$ cat src/rtl/muldiv_sequencer_pkg.sv
// Shared definitions for the iterative multiply/divide sequencer and its ALU.
// Op codes, FSM states, ALU op codes and the divide/unsupported-op fast-path helper.
package muldiv_sequencer_pkg;

    localparam int XLEN  = 32;
    localparam int CNT_W = 5;

    localparam logic [2:0] MD_MUL  = 3'b000;
    localparam logic [2:0] MD_DIV  = 3'b100;
    localparam logic [2:0] MD_DIVU = 3'b101;
    localparam logic [2:0] MD_REM  = 3'b110;
    localparam logic [2:0] MD_REMU = 3'b111;

    typedef enum logic [2:0] {
        ST_IDLE = 3'd0,
        ST_PREP = 3'd1,
        ST_RUN  = 3'd2,
        ST_FIX  = 3'd3,
        ST_DONE = 3'd4
    } state_t;

    typedef enum logic [1:0] {
        ALU_ADD = 2'd0,
        ALU_SUB = 2'd1
    } alu_op_t;

    function automatic logic [XLEN-1:0] abs_val(input logic [XLEN-1:0] v);
        return v[XLEN-1] ? (~v + {{(XLEN-1){1'b0}}, 1'b1}) : v;
    endfunction

    // Returns {hit, value}; hit means the result is known without iterating.
    function automatic logic [XLEN:0] fast_path(input logic [2:0] op,
                                                input logic [XLEN-1:0] a,
                                                input logic [XLEN-1:0] b);
        logic b_zero;
        logic ovf;
        b_zero = (b == {XLEN{1'b0}});
        ovf    = (a == {1'b1, {(XLEN-1){1'b0}}}) && (b == {XLEN{1'b1}});
        case (op)
            MD_MUL:  return {1'b0, {XLEN{1'b0}}};
            MD_DIV:  return b_zero ? {1'b1, {XLEN{1'b1}}} :
                            (ovf ? {1'b1, 1'b1, {(XLEN-1){1'b0}}} : {1'b0, {XLEN{1'b0}}});
            MD_DIVU: return b_zero ? {1'b1, {XLEN{1'b1}}} : {1'b0, {XLEN{1'b0}}};
            MD_REM:  return b_zero ? {1'b1, a} :
                            (ovf ? {1'b1, {XLEN{1'b0}}} : {1'b0, {XLEN{1'b0}}});
            MD_REMU: return b_zero ? {1'b1, a} : {1'b0, {XLEN{1'b0}}};
            default: return {1'b1, {XLEN{1'b0}}};
        endcase
    endfunction

endpackage

$ cat src/rtl/muldiv_sequencer_alu.sv
// Existing shared ALU, reused here as the single adder/subtractor of the sequencer.
module alu_module
    import muldiv_sequencer_pkg::*;
(
    input  alu_op_t         op,
    input  logic [XLEN-1:0] a,
    input  logic [XLEN-1:0] b,
    output logic [XLEN-1:0] result
);

    // Add/subtract select
    always_comb begin
        result = {XLEN{1'b0}};
        case (op)
            ALU_ADD: result = a + b;
            ALU_SUB: result = a - b;
            default: result = {XLEN{1'b0}};
        endcase
    end

endmodule

$ cat src/rtl/muldiv_sequencer.sv
// Iterative MUL/DIV/DIVU/REM/REMU unit: one ALU iteration per cycle, 32 RUN cycles.
// Optional macro MULDIV_EARLY_OUT_EN ends MUL early once the remaining multiplier is zero.
module muldiv_sequencer
    import muldiv_sequencer_pkg::*;
#(
    parameter int XLEN  = 32,
    parameter int CNT_W = 5
) (
    input  logic            clk,
    input  logic            rst_n,
    input  logic            flush,
    input  logic            in_valid,
    output logic            in_ready,
    input  logic [2:0]      in_op,
    input  logic [XLEN-1:0] in_a,
    input  logic [XLEN-1:0] in_b,
    output logic            out_valid,
    input  logic            out_ready,
    output logic [XLEN-1:0] out_result
);

    localparam logic [CNT_W-1:0] CNT_MAX = {CNT_W{1'b1}};

    // mcand_r holds multiplicand or divisor; mplier_r holds multiplier or dividend/quotient.
    state_t            state_r, state_nx;
    logic [CNT_W-1:0]  cnt_r, cnt_nx;
    logic [2:0]        op_r, op_nx;
    logic [XLEN-1:0]   acc_r, acc_nx;
    logic [XLEN-1:0]   mcand_r, mcand_nx;
    logic [XLEN-1:0]   mplier_r, mplier_nx;
    logic              neg_q_r, neg_q_nx;
    logic              neg_r_r, neg_r_nx;
    logic [XLEN-1:0]   result_r, result_nx;
    logic              in_ready_r, out_valid_r;

    logic [XLEN:0]     rem33_s;
    logic              quo_bit_s;
    logic [XLEN:0]     fast_s;
    logic              signed_op_s;
    logic [XLEN-1:0]   fix_val_s;
    logic              fix_neg_s;
    alu_op_t           alu_op_s;
    logic [XLEN-1:0]   alu_a_s, alu_b_s, alu_res_s;

    assign rem33_s     = {acc_r, mplier_r[XLEN-1]};
    assign quo_bit_s   = rem33_s[XLEN] || (rem33_s[XLEN-1:0] >= mcand_r);
    assign fast_s      = fast_path(in_op, in_a, in_b);
    assign signed_op_s = (op_r == MD_DIV) || (op_r == MD_REM);
    assign fix_val_s   = ((op_r == MD_DIV) || (op_r == MD_DIVU)) ? mplier_r : acc_r;
    assign fix_neg_s   = (op_r == MD_DIV) ? neg_q_r : ((op_r == MD_REM) ? neg_r_r : 1'b0);

    alu_module u_alu (
        .op     (alu_op_s),
        .a      (alu_a_s),
        .b      (alu_b_s),
        .result (alu_res_s)
    );

    // ALU operand steering: add for MUL RUN, subtract for DIV RUN and FIX negation
    always_comb begin
        alu_op_s = ALU_ADD;
        alu_a_s  = acc_r;
        alu_b_s  = {XLEN{1'b0}};
        case (state_r)
            ST_RUN: begin
                if (op_r == MD_MUL) begin
                    alu_op_s = ALU_ADD;
                    alu_a_s  = acc_r;
                    alu_b_s  = mcand_r;
                end else begin
                    alu_op_s = ALU_SUB;
                    alu_a_s  = rem33_s[XLEN-1:0];
                    alu_b_s  = mcand_r;
                end
            end
            ST_FIX: begin
                alu_op_s = ALU_SUB;
                alu_a_s  = {XLEN{1'b0}};
                alu_b_s  = fix_val_s;
            end
            default: begin
                alu_op_s = ALU_ADD;
                alu_b_s  = {XLEN{1'b0}};
            end
        endcase
    end

    // Next-state and datapath update
    always_comb begin
        state_nx  = state_r;
        cnt_nx    = cnt_r;
        op_nx     = op_r;
        acc_nx    = acc_r;
        mcand_nx  = mcand_r;
        mplier_nx = mplier_r;
        neg_q_nx  = neg_q_r;
        neg_r_nx  = neg_r_r;
        result_nx = result_r;
        if (flush) begin
            state_nx  = ST_IDLE;
            cnt_nx    = {CNT_W{1'b0}};
            op_nx     = 3'b000;
            acc_nx    = {XLEN{1'b0}};
            mcand_nx  = {XLEN{1'b0}};
            mplier_nx = {XLEN{1'b0}};
            neg_q_nx  = 1'b0;
            neg_r_nx  = 1'b0;
        end else begin
            case (state_r)
                ST_IDLE: begin
                    if (in_valid) begin
                        op_nx     = in_op;
                        mcand_nx  = in_a;
                        mplier_nx = in_b;
                        if (fast_s[XLEN]) begin
                            result_nx = fast_s[XLEN-1:0];
                            state_nx  = ST_DONE;
                        end else begin
                            state_nx  = ST_PREP;
                        end
                    end else begin
                        state_nx = ST_IDLE;
                    end
                end
                ST_PREP: begin
                    acc_nx = {XLEN{1'b0}};
                    cnt_nx = {CNT_W{1'b0}};
                    if (op_r == MD_MUL) begin
                        neg_q_nx = 1'b0;
                        neg_r_nx = 1'b0;
                    end else begin
                        // Divide: dividend moves to mplier_r, divisor to mcand_r.
                        mplier_nx = signed_op_s ? abs_val(mcand_r) : mcand_r;
                        mcand_nx  = signed_op_s ? abs_val(mplier_r) : mplier_r;
                        neg_q_nx  = signed_op_s & (mcand_r[XLEN-1] ^ mplier_r[XLEN-1]);
                        neg_r_nx  = signed_op_s & mcand_r[XLEN-1];
                    end
                    state_nx = ST_RUN;
                end
                ST_RUN: begin
                    cnt_nx = cnt_r + CNT_W'(1);
                    if (op_r == MD_MUL) begin
                        acc_nx    = mplier_r[0] ? alu_res_s : acc_r;
                        mcand_nx  = mcand_r << 1;
                        mplier_nx = mplier_r >> 1;
                    end else begin
                        acc_nx    = quo_bit_s ? alu_res_s : rem33_s[XLEN-1:0];
                        mplier_nx = {mplier_r[XLEN-2:0], quo_bit_s};
                    end
                    if (cnt_r == CNT_MAX) begin
                        state_nx = ST_FIX;
`ifdef MULDIV_EARLY_OUT_EN
                    end else if ((op_r == MD_MUL) && (mplier_r[XLEN-1:1] == {(XLEN-1){1'b0}})) begin
                        state_nx = ST_FIX;
`endif
                    end else begin
                        state_nx = ST_RUN;
                    end
                end
                ST_FIX: begin
                    result_nx = fix_neg_s ? alu_res_s : fix_val_s;
                    state_nx  = ST_DONE;
                end
                ST_DONE: begin
                    if (out_ready) begin
                        state_nx = ST_IDLE;
                    end else begin
                        state_nx = ST_DONE;
                    end
                end
                default: state_nx = ST_IDLE;
            endcase
        end
    end

    // State, datapath and registered handshake outputs
    always_ff @(posedge clk or negedge rst_n) begin
        if (!rst_n) begin
            state_r     <= ST_IDLE;
            cnt_r       <= {CNT_W{1'b0}};
            op_r        <= 3'b000;
            acc_r       <= {XLEN{1'b0}};
            mcand_r     <= {XLEN{1'b0}};
            mplier_r    <= {XLEN{1'b0}};
            neg_q_r     <= 1'b0;
            neg_r_r     <= 1'b0;
            result_r    <= {XLEN{1'b0}};
            in_ready_r  <= 1'b1;
            out_valid_r <= 1'b0;
        end else begin
            state_r     <= state_nx;
            cnt_r       <= cnt_nx;
            op_r        <= op_nx;
            acc_r       <= acc_nx;
            mcand_r     <= mcand_nx;
            mplier_r    <= mplier_nx;
            neg_q_r     <= neg_q_nx;
            neg_r_r     <= neg_r_nx;
            result_r    <= result_nx;
            in_ready_r  <= (state_nx == ST_IDLE);
            out_valid_r <= (state_nx == ST_DONE);
        end
    end

    assign in_ready   = in_ready_r;
    assign out_valid  = out_valid_r;
    assign out_result = result_r;

endmodule
$ cat config.mk
export PLATFORM = sky130hd
export DESIGN_NAME = muldiv_sequencer
export DESIGN_NICKNAME = d
export VERILOG_FILES = /design/src/rtl/muldiv_sequencer_pkg.sv /design/src/rtl/muldiv_sequencer_alu.sv /design/src/rtl/muldiv_sequencer.sv
export SDC_FILE = /design/constraint.sdc
export NUM_CORES = 1
export LEC_CHECK = 0
export CAP_MARGIN = 20
export CORE_ASPECT_RATIO = 0.7
export CORE_UTILIZATION = 50
export DETAILED_ROUTE_END_ITERATION = 6
export PLACE_DENSITY_LB_ADDON = 0.1
export SYNTH_ARGS = -nofsm -noshare
export SYNTH_HDL_FRONTEND = slang
export SYNTH_SLANG_ARGS = --single-unit
export TNS_END_PERCENT = 1
$ cat constraint.sdc
create_clock -name clk -period 6.54 [get_ports clk]
set_clock_uncertainty 0.1 [all_clocks]
set_input_delay 1.308 -clock clk [delete_from_list [all_inputs] [get_ports clk]]
set_output_delay 1.308 -clock clk [all_outputs]
set_load 0.03 [all_outputs]
==> metrics.yaml <==
floorplanning:
  fp-row-count: 50
  dieWidth_microns: 202
  die_height_microns: 142
  fp.coreArea_sq_um: 27200
  io-pin-count: 106
  floorplan.initialDensity: 0.516
  die_area_sq_um: 28700
clock_network:
  cts.clk_slew.worst_paths_ns: 0.07
  numCtsBuffers: 17
  clock_path_buffers: 2
  ctsHoldBuffers: 0
  h-tree-depth: 4
  cts_tree: "yes"
  cts_resized: 0
  cts_root_buffer: "sky130_fd_sc_hd__clkbuf_16"
  clkLatencyLatePin_ns: 0.47
  cts_setup_buffers: 0
  clock_sink_count: 143
sta:
  worst_slew_margin_rel: 0.218
  minimum_clock_period_ns: 5.61
  rsz0062_at_grt: "no"
  tightestPinTransition_ns: 1.17
  timing.fmax_mhz: 178
  final_hold_viol_count: 0
  report.final.setup_viol: 0
  timing.final.crit_share: 0.858
  report.final.slew_viol_count: 0
  tns_ns: 0
  finalHoldWorstSlack_ns: 0.377
  layout_setup_ws_ns: 0.929
grt:
  global_route_wire_length_before_repair_microns: 88100
  antenna_violations_before_repair: 1
  pin_count_of_the_biggest_net_entering_global_routing: 96
  overflow: 0
  grtUsageTotal: 0.403
  number_of_global_route_vias_before_repair: 14300
yosys:
  synth_enable_flop_cells: 0
  yosys.cell_count.top_type: "sky130_fd_sc_hd__nand2_1"
  synthDistinctLibCells: 89
  yosys-top-cells-area: "sky130_fd_sc_hd__dfrtp_1, sky130_fd_sc_hd__nand2_1, sky130_fd_sc_hd__ha_1"
  syn_area_sq_um: 14000
  yosysTopAreaCellShare: 0.254
  asyncSetResetFlopFracSynth: 1.00
  synthTopCellsByCount: "sky130_fd_sc_hd__nand2_1, sky130_fd_sc_hd__nor2_1, sky130_fd_sc_hd__a21oi_1"
  synth-seq-area-share: 0.256
  ys_seq_elements: 143
  area_leader_netlist: "sky130_fd_sc_hd__dfrtp_1"
  synth_warnings: 0
  postSynth.topFlopCell: "sky130_fd_sc_hd__dfrtp_1"
  syn_nets: 2028
  postSynthAreaPerCell_sq_um: 7.42
  syn-instance-count: 1887
detailed_routing:
  total_number_of_vias: 15700
  vias_per_cell: 6.94
  drt-wirelength-per-cell_microns: 25.9
  remaining_drc_errors: 0
  ant_nets: 0
  drt_pass1_iterations: 6
  routed_wl_microns: 58600
  drt_iter0_markers: 2034
placement:
  dpl-instance-area_sq_um: 15200
  finalWeightedCongestion: 0.974
  dpl.hpwl_microns: 42100
  placed_cells: 2228
  dp_slack_ns: 1.17
  place.port_buffers: 105
cells_and_area:
  antenna-diode-count: 0
  drive_above_1_share: 0.0580
  finish.net_count: 2024
  area_delta_synth_final_pct: 12.6
  count_of_placed_standard_cells_in_the_final_layout_fillers_left_out: 2260
  sequential_cell_area_sq_um: 3580
  multi_input_area_sq_um: 9620
  n_fill_cell: 2582
  post_route_standard_cell_area_excluding_fillers_sq_um: 15800
power_and_ir_drop:
  power-per-cell-area_nw_per_um2: 255
  vdd_drop_max_mv: 0.186
  power.static_leakage_uw: 0.00651
critical_path:
  cp_data_required_time_ns: 6.82
  startpoint_type: "register"
  arrival_time_reported_for_the_critical_path_endpoint_ns: 5.89
  timing.critical_path.fanout_max: 15
  setup.worst_path.end_class: "register"
  criticalPathCategory: "reg2reg"
  rr_worst_depth: 20
status:
  outcome: "completed"
min_path:
  holdPathStages: 1
  worst_hold_path_type: "reg2reg"
flow_run:
  max_cap_violations: 0
## power breakdown
group / internal, uW / leakage [uW] / switching [uW]
Sequential: 984 / 0.00189 / 190
Clock: 632 / 0.000299 / 457
Combinational: 662 / 0.00432 / 1100
## flip-flops by register name, indices dropped and copies added (netlist names)
signal / cells
in_ready: 1
acc_r: 32
cnt_r: 5
out_result: 32
op_r: 3
mplier_r: 32
state_r: 3
neg_r_r: 1
neg_q_r: 1
out_valid: 1
mcand_r: 32
## layout by cell type, fill, tap and decap left out, types with 14 or more instances in the layout
| cell type | instances |
|---|---|
| sky130_fd_sc_hd__nand2_1 | 268 |
| sky130_fd_sc_hd__nor2_1 | 175 |
| sky130_fd_sc_hd__a21oi_1 | 150 |
| sky130_fd_sc_hd__o21ai_0 | 147 |
| sky130_fd_sc_hd__dfrtp_1 | 141 |
| sky130_fd_sc_hd__clkdlybuf4s50_1 | 103 |
| sky130_fd_sc_hd__xnor2_1 | 71 |
| sky130_fd_sc_hd__ha_1 | 68 |
| sky130_fd_sc_hd__nand3_1 | 62 |
| sky130_fd_sc_hd__inv_1 | 50 |
| sky130_fd_sc_hd__mux2i_1 | 50 |
| sky130_fd_sc_hd__a211oi_1 | 38 |
| sky130_fd_sc_hd__a221oi_1 | 36 |
| sky130_fd_sc_hd__buf_4 | 34 |
| sky130_fd_sc_hd__a31oi_1 | 33 |
| sky130_fd_sc_hd__a22oi_1 | 33 |
| sky130_fd_sc_hd__o211ai_1 | 32 |
| sky130_fd_sc_hd__xor2_1 | 30 |
| sky130_fd_sc_hd__nor3_1 | 27 |
| sky130_fd_sc_hd__a22o_1 | 27 |
| sky130_fd_sc_hd__nor4_1 | 23 |
| sky130_fd_sc_hd__o31ai_1 | 22 |
| sky130_fd_sc_hd__a21o_1 | 20 |
| sky130_fd_sc_hd__nand4_1 | 19 |
| sky130_fd_sc_hd__clkbuf_16 | 17 |
| sky130_fd_sc_hd__nand2b_1 | 15 |
| sky130_fd_sc_hd__a32oi_1 | 14 |
## cell families after synthesis
kind of cell | after synthesis | share of synthesized area
DFF | 143 | 0.256
and+or+nand+nor | 685 | 0.228
adders and majority gates | 69 | 0.0622
AOI/OAI and AO/OA | 624 | 0.292
xor gates and xnor gates | 101 | 0.0632
muxes | 52 | 0.0373
buffers and inverters | 213 | 0.0615
## area by class of cell
class,instances,area share
clock inverter,12,0.00999
multi-input combinational,1531,0.610
sequential,143,0.227
timing repair buffer,140,0.0828
inverter,50,0.0119
clock buffer,20,0.0296
tap,364,0.0289
## stage by stage
stage                     utilization  total power, uW
after floorplan                     -             2320
final                           0.581             4030
after CTS                       0.581             3970
after global placement          0.558             2870
after global routing            0.581             4190
after detailed placement        0.558             2880
## worst paths after layout
path                       startpoint              to  slack (ns)
max in group asynchronous       rst_n     mcand_r[26]        4.20
setup / recovery              op_r[1]  out_result[26]        0.93
hold / removal               cnt_r[3]        cnt_r[3]        0.38
setup reg to reg              op_r[1]  out_result[26]        0.93
min in group asynchronous       rst_n        acc_r[5]        0.87
hold reg to reg              cnt_r[3]        cnt_r[3]        0.38
## routing by layer
layer,GRT usage,part of all wire
met3,0.0913,0.12
met4,0.155,0.039
met5,0,0
met1,0.554,0.41
met2,0.615,0.43
## worst max-delay path, stage by stage, from the launching register on
cell                       delay, ns
sky130_fd_sc_hd__dfrtp_1        0.58
sky130_fd_sc_hd__nand2b_1       0.59
sky130_fd_sc_hd__nor2_1         0.08
sky130_fd_sc_hd__a21oi_1        0.18
sky130_fd_sc_hd__a21oi_1        0.10
sky130_fd_sc_hd__nand2_1        0.10
sky130_fd_sc_hd__ha_1           0.23
sky130_fd_sc_hd__nor4b_4        0.47
sky130_fd_sc_hd__nand2_1        0.28
sky130_fd_sc_hd__and2_1         0.22
sky130_fd_sc_hd__a31oi_1        0.23
sky130_fd_sc_hd__ha_1           0.22
sky130_fd_sc_hd__o21a_1         0.16
sky130_fd_sc_hd__nand2_1        0.06
sky130_fd_sc_hd__a21oi_1        0.37
sky130_fd_sc_hd__o211ai_1       0.21
sky130_fd_sc_hd__a31oi_1        0.57
sky130_fd_sc_hd__a21boi_0       0.25
sky130_fd_sc_hd__xnor2_1        0.22
sky130_fd_sc_hd__a21oi_1        0.09
sky130_fd_sc_hd__o21ai_0        0.20
No activity file was read; power rests on OpenSTA's default activity.
